--- src/rtl/exe_sequencer.sv ---
// Instruction sequencer: fetches, decodes and issues ops to exe_engine.
// Optional single-step support under EXE_SEQUENCER_STEP_EN.
module exe_sequencer #(
    parameter int PC_W    = 8,
    parameter int TIMEOUT = 64
) (
    input  logic            clk,
    input  logic            reset,
    input  logic            start,
    output logic [PC_W-1:0] imem_addr,
    input  logic [15:0]     imem_data,
    output logic            op_valid,
    output logic [3:0]      opcode,
    output logic [3:0]      dest,
    output logic [3:0]      src1,
    output logic [3:0]      src2,
    input  logic            unit_done,
`ifdef EXE_SEQUENCER_STEP_EN
    input  logic            step_mode,
    input  logic            step,
`endif
    output logic            busy,
    output logic            halted,
    output logic            error,
    output logic [PC_W-1:0] pc,
    output logic [15:0]     retired
);

    typedef enum logic [2:0] {
        S_IDLE,
        S_FETCH,
        S_DECODE,
        S_ISSUE,
        S_WAIT,
`ifdef EXE_SEQUENCER_STEP_EN
        S_PAUSE,
`endif
        S_HALT
    } state_t;

    state_t state_q, state_d;

    logic [PC_W-1:0] pc_q, pc_d;
    logic [15:0]     retired_q, retired_d;
    logic [15:0]     timer_q, timer_d;
    logic [3:0]      opcode_q, opcode_d;
    logic [3:0]      dest_q, dest_d;
    logic [3:0]      src1_q, src1_d;
    logic [3:0]      src2_q, src2_d;
    logic            op_valid_q, op_valid_d;
    logic            busy_q, busy_d;
    logic            halted_q, halted_d;
    logic            error_q, error_d;
    logic            retire;

    always_comb begin
        state_d   = state_q;
        pc_d      = pc_q;
        retired_d = retired_q;
        timer_d   = timer_q;
        opcode_d  = opcode_q;
        dest_d    = dest_q;
        src1_d    = src1_q;
        src2_d    = src2_q;
        error_d   = error_q;
        retire    = 1'b0;

        unique case (state_q)
            S_IDLE, S_HALT: begin
                if (start) begin
                    state_d   = S_FETCH;
                    pc_d      = '0;
                    retired_d = '0;
                    error_d   = 1'b0;
                end
            end
            S_FETCH: state_d = S_DECODE;
            S_DECODE: begin
                if (imem_data[15:12] == 4'h0) begin
                    retire = 1'b1;
                end else if (imem_data[15:12] == 4'hF) begin
                    state_d = S_HALT;
                end else begin
                    opcode_d = imem_data[15:12];
                    dest_d   = imem_data[11:8];
                    src1_d   = imem_data[7:4];
                    src2_d   = imem_data[3:0];
                    state_d  = S_ISSUE;
                end
            end
            S_ISSUE: begin
                timer_d = '0;
                state_d = S_WAIT;
            end
            S_WAIT: begin
                // done on the final timer cycle still wins over the watchdog
                if (unit_done) begin
                    retire = 1'b1;
                end else if (timer_q == 16'(TIMEOUT - 1)) begin
                    error_d = 1'b1;
                    state_d = S_HALT;
                end else begin
                    timer_d = timer_q + 16'd1;
                end
            end
`ifdef EXE_SEQUENCER_STEP_EN
            S_PAUSE: begin
                if (step || !step_mode) state_d = S_FETCH;
            end
`endif
            default: state_d = S_IDLE;
        endcase

        if (retire) begin
            pc_d = pc_q + PC_W'(1);
            if (retired_q != 16'hFFFF) retired_d = retired_q + 16'd1;
            state_d = S_FETCH;
`ifdef EXE_SEQUENCER_STEP_EN
            if (step_mode) state_d = S_PAUSE;
`endif
        end

        op_valid_d = (state_d == S_ISSUE);
        halted_d   = (state_d == S_HALT);
        busy_d     = (state_d == S_FETCH) || (state_d == S_DECODE) ||
                     (state_d == S_ISSUE) || (state_d == S_WAIT);
`ifdef EXE_SEQUENCER_STEP_EN
        if (state_d == S_PAUSE) busy_d = 1'b1;
`endif
    end

    always_ff @(posedge clk or posedge reset) begin
        if (reset) begin
            state_q    <= S_IDLE;
            pc_q       <= '0;
            retired_q  <= '0;
            timer_q    <= '0;
            opcode_q   <= '0;
            dest_q     <= '0;
            src1_q     <= '0;
            src2_q     <= '0;
            op_valid_q <= 1'b0;
            busy_q     <= 1'b0;
            halted_q   <= 1'b0;
            error_q    <= 1'b0;
        end else begin
            state_q    <= state_d;
            pc_q       <= pc_d;
            retired_q  <= retired_d;
            timer_q    <= timer_d;
            opcode_q   <= opcode_d;
            dest_q     <= dest_d;
            src1_q     <= src1_d;
            src2_q     <= src2_d;
            op_valid_q <= op_valid_d;
            busy_q     <= busy_d;
            halted_q   <= halted_d;
            error_q    <= error_d;
        end
    end

    assign imem_addr = pc_q;
    assign pc        = pc_q;
    assign retired   = retired_q;
    assign opcode    = opcode_q;
    assign dest      = dest_q;
    assign src1      = src1_q;
    assign src2      = src2_q;
    assign op_valid  = op_valid_q;
    assign busy      = busy_q;
    assign halted    = halted_q;
    assign error     = error_q;

endmodule

--- config.mk ---
export PLATFORM = sky130hd
export DESIGN_NAME = exe_sequencer
export DESIGN_NICKNAME = d
export VERILOG_FILES = /design/src/rtl/exe_sequencer.sv
export SDC_FILE = /design/constraint.sdc
export NUM_CORES = 1
export LEC_CHECK = 0
export ABC_AREA = 1
export CAP_MARGIN = 20
export CELL_PAD_IN_SITES_DETAIL_PLACEMENT = 0
export CELL_PAD_IN_SITES_GLOBAL_PLACEMENT = 1
export CORE_ASPECT_RATIO = 0.9
export CORE_MARGIN = 4
export CORE_UTILIZATION = 37
export CTS_CLUSTER_SIZE = 30
export DETAILED_ROUTE_END_ITERATION = 10
export GPL_TIMING_DRIVEN = 0
export PLACE_DENSITY = 0.78
export SLEW_MARGIN = 20
export SYNTH_ARGS = -nofsm -noshare
export SYNTH_HDL_FRONTEND = slang
export SYNTH_SLANG_ARGS = --single-unit
--- constraint.sdc ---
create_clock -name clk -period 2.7 [get_ports clk]
set_clock_uncertainty 0.1 [all_clocks]
set_input_delay 0.54 -clock clk [delete_from_list [all_inputs] [get_ports clk]]
set_output_delay 0.54 -clock clk [all_outputs]
set_load 0.1 [all_outputs]
======== After elaboration in Yosys (flattened, before gate mapping) ========
Index checks and enable logic that the tools add are counted.
storage, ports and cells
  bits in registers ....................... 63
  input bits .............................. 20
  output and inout bits ................... 52
cells by class
  bitwise operators ....................... 2
  reduce and logical (&&, ||, !) cells .... 14
  equality and inequality tests ........... 17
  add/subtract/negate cells ............... 3
  multiplexer cells ....................... 24
operators with widths
  kind                   number
  $mux 16                6
  $add 16x1->16 const B  2
  $pmux 16 s2            1
  $mux 8                 3
  $mux 3                 6
  $eq 16x6->1 const B    1
  $ne 16x16->1 const B   1
  $pmux 3 s5             1
  $eq 3x2->1 const B     4
  $eq 3x3->1 const B     4
  $add 8x1->8 const B    1
  $ne 2x2->1 const B     4
  $reduce_bool 2->1      4
  $eq 3x1->1 const B     2
  $reduce_and 3->1       2
  $mux 1                 5
  $eq 4x4->1 const B     1
  $logic_not 4->1        1
  $pmux 1 s2             2
  $reduce_and 4->1       1
  $logic_not 3->1        1
  $logic_or 1x1->1       3
  $not 1->1              2
  $reduce_and 2->1       1
  $reduce_or 2->1        1

======== Longest topological paths before layout ========
Gate-level depths: netlist of run 1.
  word-level depth ........................ 9
  depth in mapped cells ................... 11

======== Least setup slack after synthesis of run 1 ========
Ideal clock, no wire load.
  kind .................................... register -> register
  from .................................... register retired_q[0] (netlist: retired[0])
  to ...................................... register retired_q[5] (netlist: retired[5])
  stages on the path, launching flop included .. 11
  slack ................................... 312 ps
  data arrival time ....................... 2171 ps
  path buffers ............................ 0
  required time ........................... 2483 ps
  clock period less this slack ............ 2388 ps
  path through ............................ dfrtp_1 > ha_1 > nand3_1 > inv_1 > nand2_1 > nor2_1 > inv_1 > o21ai_0 > nand2_1 > nand2_1 > nand2_1
on the way
  longest elaborated chain between the ends .. 3
  elaborated cells on any way between the ends .. 4
ends and longest elaborated chain
  item                                           line  RTL
  start: declaration                             44    logic [15:0] retired_q, retired_d;
  start signal: assignment                       149   retired_q <= retired_d;
  $add 16x1->16 or $ne 16x16->1 (tied branches)  116   if (retired_q != 16'hFFFF) retired_d = retired_q + 16'd1;
  $mux 16 *                                      116
  $mux 16 *                                      114   if (retire) begin
  via retired_d[5]                               44
Mark *: on every way through the listed nets, which the timed path passes. The rest lies on a longest branch.
A chain may end at the register's enable or synchronous reset.

======== Final worst setup path of run 1 ========
  from .................................... register pc_q[7] (netlist: imem_addr[7])
  to ...................................... output pc[7]
RTL lines
  item                      line  RTL
  start: declaration        43    logic [PC_W-1:0] pc_q, pc_d;
  start signal: assignment  148   pc_q <= pc_d;
  end: declaration          25    output logic [PC_W-1:0] pc,
No word-level cell between the ends.

==> results of run 1 <==
## state kept, by name (all words and copies together) (netlist names)
name and cells:
retired 16, timer_q 16, imem_addr 8, dest 4, opcode 4, src1 4
src2 4, state_q 3, busy 1, error 1, halted 1, op_valid 1
## cell usage after synthesis
| cell | number | area [um2] |
|---|---|---|
| o21bai_1 | 2 | 15.0 |
| nand2_2 | 6 | 37.5 |
| a21oi_1 | 11 | 55.1 |
| dfrtp_1 | 63 | 1580 |
| nor2_2 | 1 | 6.26 |
| nand4_1 | 12 | 75.1 |
| o22ai_1 | 4 | 25.0 |
| o21ai_1 | 9 | 45.0 |
| ha_1 | 3 | 37.5 |
| nand2_1 | 185 | 694 |
| nor2_4 | 1 | 11.3 |
| nor3_2 | 1 | 10.0 |
| nor3_1 | 4 | 20.0 |
| nor2_1 | 51 | 191 |
| buf_2 | 5 | 25.0 |
| nand3b_1 | 3 | 22.5 |
| or2_2 | 1 | 6.26 |
| inv_2 | 4 | 15.0 |
| buf_6 | 2 | 22.5 |
| clkbuf_1 | 2 | 7.51 |
| nand3_1 | 50 | 250 |
| a21oi_2 | 1 | 8.76 |
| inv_1 | 54 | 203 |
| o21ai_0 | 17 | 85.1 |
| xor2_1 | 10 | 87.6 |
| a21boi_0 | 2 | 15.0 |
| xnor2_1 | 1 | 8.76 |
| buf_4 | 9 | 67.6 |
## worst max path at each step
stage,start,to,slack [ns],cells past startpoint
floorplan,retired[0],retired[5],0.31,10
global placement,reset,imem_addr[7],-0.79,2
detailed placement,imem_data[14],busy,0.32,8
CTS,imem_addr[0],pc[0],0.003,2
global route,imem_addr[2],imem_addr[2],0.002,1
finish,imem_addr[7],pc[7],0.08,2
## metal layers
layer	GRT usage	up-vias	wire, um
met3	0.0503	9	635
met2	0.281	87	4310
met1	0.238	1616	4620
li1	-	1791	-
met5	0	-	0
met4	0.0425	0	90
## cell type report
type	instances	area, um2
inverters	58	220
well taps	122	153
multi-input cells	375	1710
fillers	967	4600
flip-flops and latches	63	1580
clock inverters	7	80.1
plain buffers	18	123
repair buffers	72	744
clock buffers	9	124
## worst max-delay path, cell delays in order, from the launching register on
cell and delay, ns:
dfrtp_1 0.40, buf_4 0.12, clkdlybuf4s50_1 1.11
## timing repair
| item | CTS | global route |
|---|---|---|
| setup buffers | 0 | 0 |
| setup endpoints to repair | 3 | 4 |
| resized for setup | 3 | 4 |
## kinds of logic after synthesis
logic type	synth area share
AOI/OAI and AO/OA	0.0687
adders and majority gates	0.0104
buffers and inverters	0.0939
xor gates and xnor gates	0.0266
and+or+nand+nor	0.366
DFF	0.435
## per-stage QoR
step	power (mW)	utilization	area [um2]	TNS [ns]	instances
final	4.60	0.507	4730	0	724
after global routing	4.85	0.507	4730	0	724
after CTS	4.67	0.506	4720	0	724
after detailed placement	3.78	0.484	4520	0	708
after global placement	3.75	0.481	4490	-49.24	707
after floorplan	3.15	-	3620	0	514
## cell usage in the layout (no fill, tap or decap), drive strengths merged
cell / n
nand2: 191
clkdlybuf4s50: 64
dfrtp: 63
inv: 60
nor2: 53
nand3: 50
o21ai: 26
buf: 17
nand4: 12
a21oi: 12
clkbuf: 11
xor2: 10
nor3: 5
o22ai: 4
dlymetal6s2s: 4
nand3b: 3
ha: 3
dlygate4sd2: 3
o21bai: 2
a21boi: 2
clkinvlp: 2
clkinv: 2
xnor2: 1
or2: 1
bufinv: 1
## power by group through the flow
stage / combinational [mW] / sequential, mW / clock [mW]
6_report: 2.46 / 1.28 / 0.863
3_5_place_dp: 2.49 / 1.29 / 0
3_3_place_gp: 2.47 / 1.29 / 0
5_1_grt: 2.61 / 1.30 / 0.934
2_1_floorplan: 0.712 / 2.44 / 0
4_1_cts: 2.50 / 1.28 / 0.893
==> impl_metrics.env, run 1 <==
export IMPL_drc_errors=0
export IMPL_drtAntennaViolNets=0
export IMPL_insertion_delay_ns=0.34
export IMPL_htreeDepth=3
export IMPL_worst_slew_pin_slew_ns=1.00
export IMPL_ir_drop_uv=768
export IMPL_place_ws_ns=0.322
export IMPL_ys_warn_count=0
export IMPL_outcome="finished, final reports clean"
export IMPL_drv_cap=0
export IMPL_io_buffers=71
export IMPL_antenna_cells=0
export IMPL_synth_area_um2=3620
export IMPL_drtPass1Iterations=4
export IMPL_period_needed_ns=2.62
export IMPL_routed_via_count=3503
export IMPL_overflow=0
export IMPL_rsz0062_at_grt="false"
export IMPL_finalHoldViolCount=0
export IMPL_critPathKind="register to output pin"
export IMPL_clockRootBuffer="clkbuf_8"
export IMPL_place_congestion=0.801
export IMPL_intPower_mw=2.12
export IMPL_r2r_cells=10
export IMPL_slew_headroom=0.330
export IMPL_holdCritPathClass="primary input to async pin"
export IMPL_reg2reg_slack_ns=0.75
export IMPL_fin_ws_ns=0.0833
export IMPL_grt_first_pass_wirelength_um=16400
export IMPL_die_area_um2=11400
export IMPL_crit_path_end_kind="output pin"
export IMPL_hold_slack_ns=0.363
export IMPL_cts_buffers_inserted=9
export IMPL_timing_rr_start="retired[0]"
export IMPL_syn_inst=514
export IMPL_p_leak_nw=2.29
export IMPL_clock_sinks=63
export IMPL_avgRoutedWirePerCell_um=13.3
export IMPL_syn_avg_cell_area_um2=7.05
export IMPL_seq_area_frac_synth=0.435
export IMPL_p_switching_mw=2.48
export IMPL_comb_power_share=0.535
export IMPL_critPathArrivalTime_ns=1.98
export IMPL_synth_nets=537
export IMPL_dpl_hpwl_um=7140
export IMPL_dieHeight_um=102
export IMPL_top_level_ports=72
export IMPL_initial_core_util=0.388
export IMPL_rows=33
export IMPL_p_sw_frac=0.539
export IMPL_setup_viol_count_final=0
export IMPL_sequentialPowerShare=0.277
export IMPL_grt_max_degree=50
export IMPL_die_w_um=112
export IMPL_viasPerCell=4.84
export IMPL_core_um2=9330
export IMPL_drive_gt1_frac=0.0814
export IMPL_maxSlewViolCount=0
export IMPL_cts_tree="done"
export IMPL_synthDistinctLibCells=28
export IMPL_first_global_vias=3442
export IMPL_grtUsageTotal=0.176
export IMPL_cp_start_kind="register"
export IMPL_power_density_nw_per_um2=974
export IMPL_wirelength_um=9660
export IMPL_fin_crit_sh=0.969
export IMPL_drt_iter0_drc=143
export IMPL_cts_hold_buffers=0
export IMPL_rr_endpoint="retired[5]"
export IMPL_ys_seq_elements=63
export IMPL_critPathMaxFanout=4
export IMPL_areaGrowthSynthToFinish_pct=30.4
export IMPL_clk_pin_slew_ns=0.08
export IMPL_clock_path_buffers=2
export IMPL_cp_required_ns=2.06
export IMPL_final_nets=620
export IMPL_clockPowerShare=0.188
export IMPL_fmax_mhz=382
export IMPL_antenna_found_initial=0
(Power assumes the default switching activity.)
==> run 2, diff against run 1 <==
--- a/config.mk
+++ b/config.mk
@@ -12,6 +12,7 @@
 export CORE_ASPECT_RATIO = 0.9
 export CORE_MARGIN = 4
 export CORE_UTILIZATION = 37
+export CTS_BUF_LIST = sky130_fd_sc_hd__clkbuf_4 sky130_fd_sc_hd__clkbuf_8 sky130_fd_sc_hd__clkbuf_16
 export CTS_CLUSTER_SIZE = 30
 export DETAILED_ROUTE_END_ITERATION = 10
 export GPL_TIMING_DRIVEN = 0
==> results of run 2 <==
The final DEF is identical to that of run 1; final timing and power are the same.
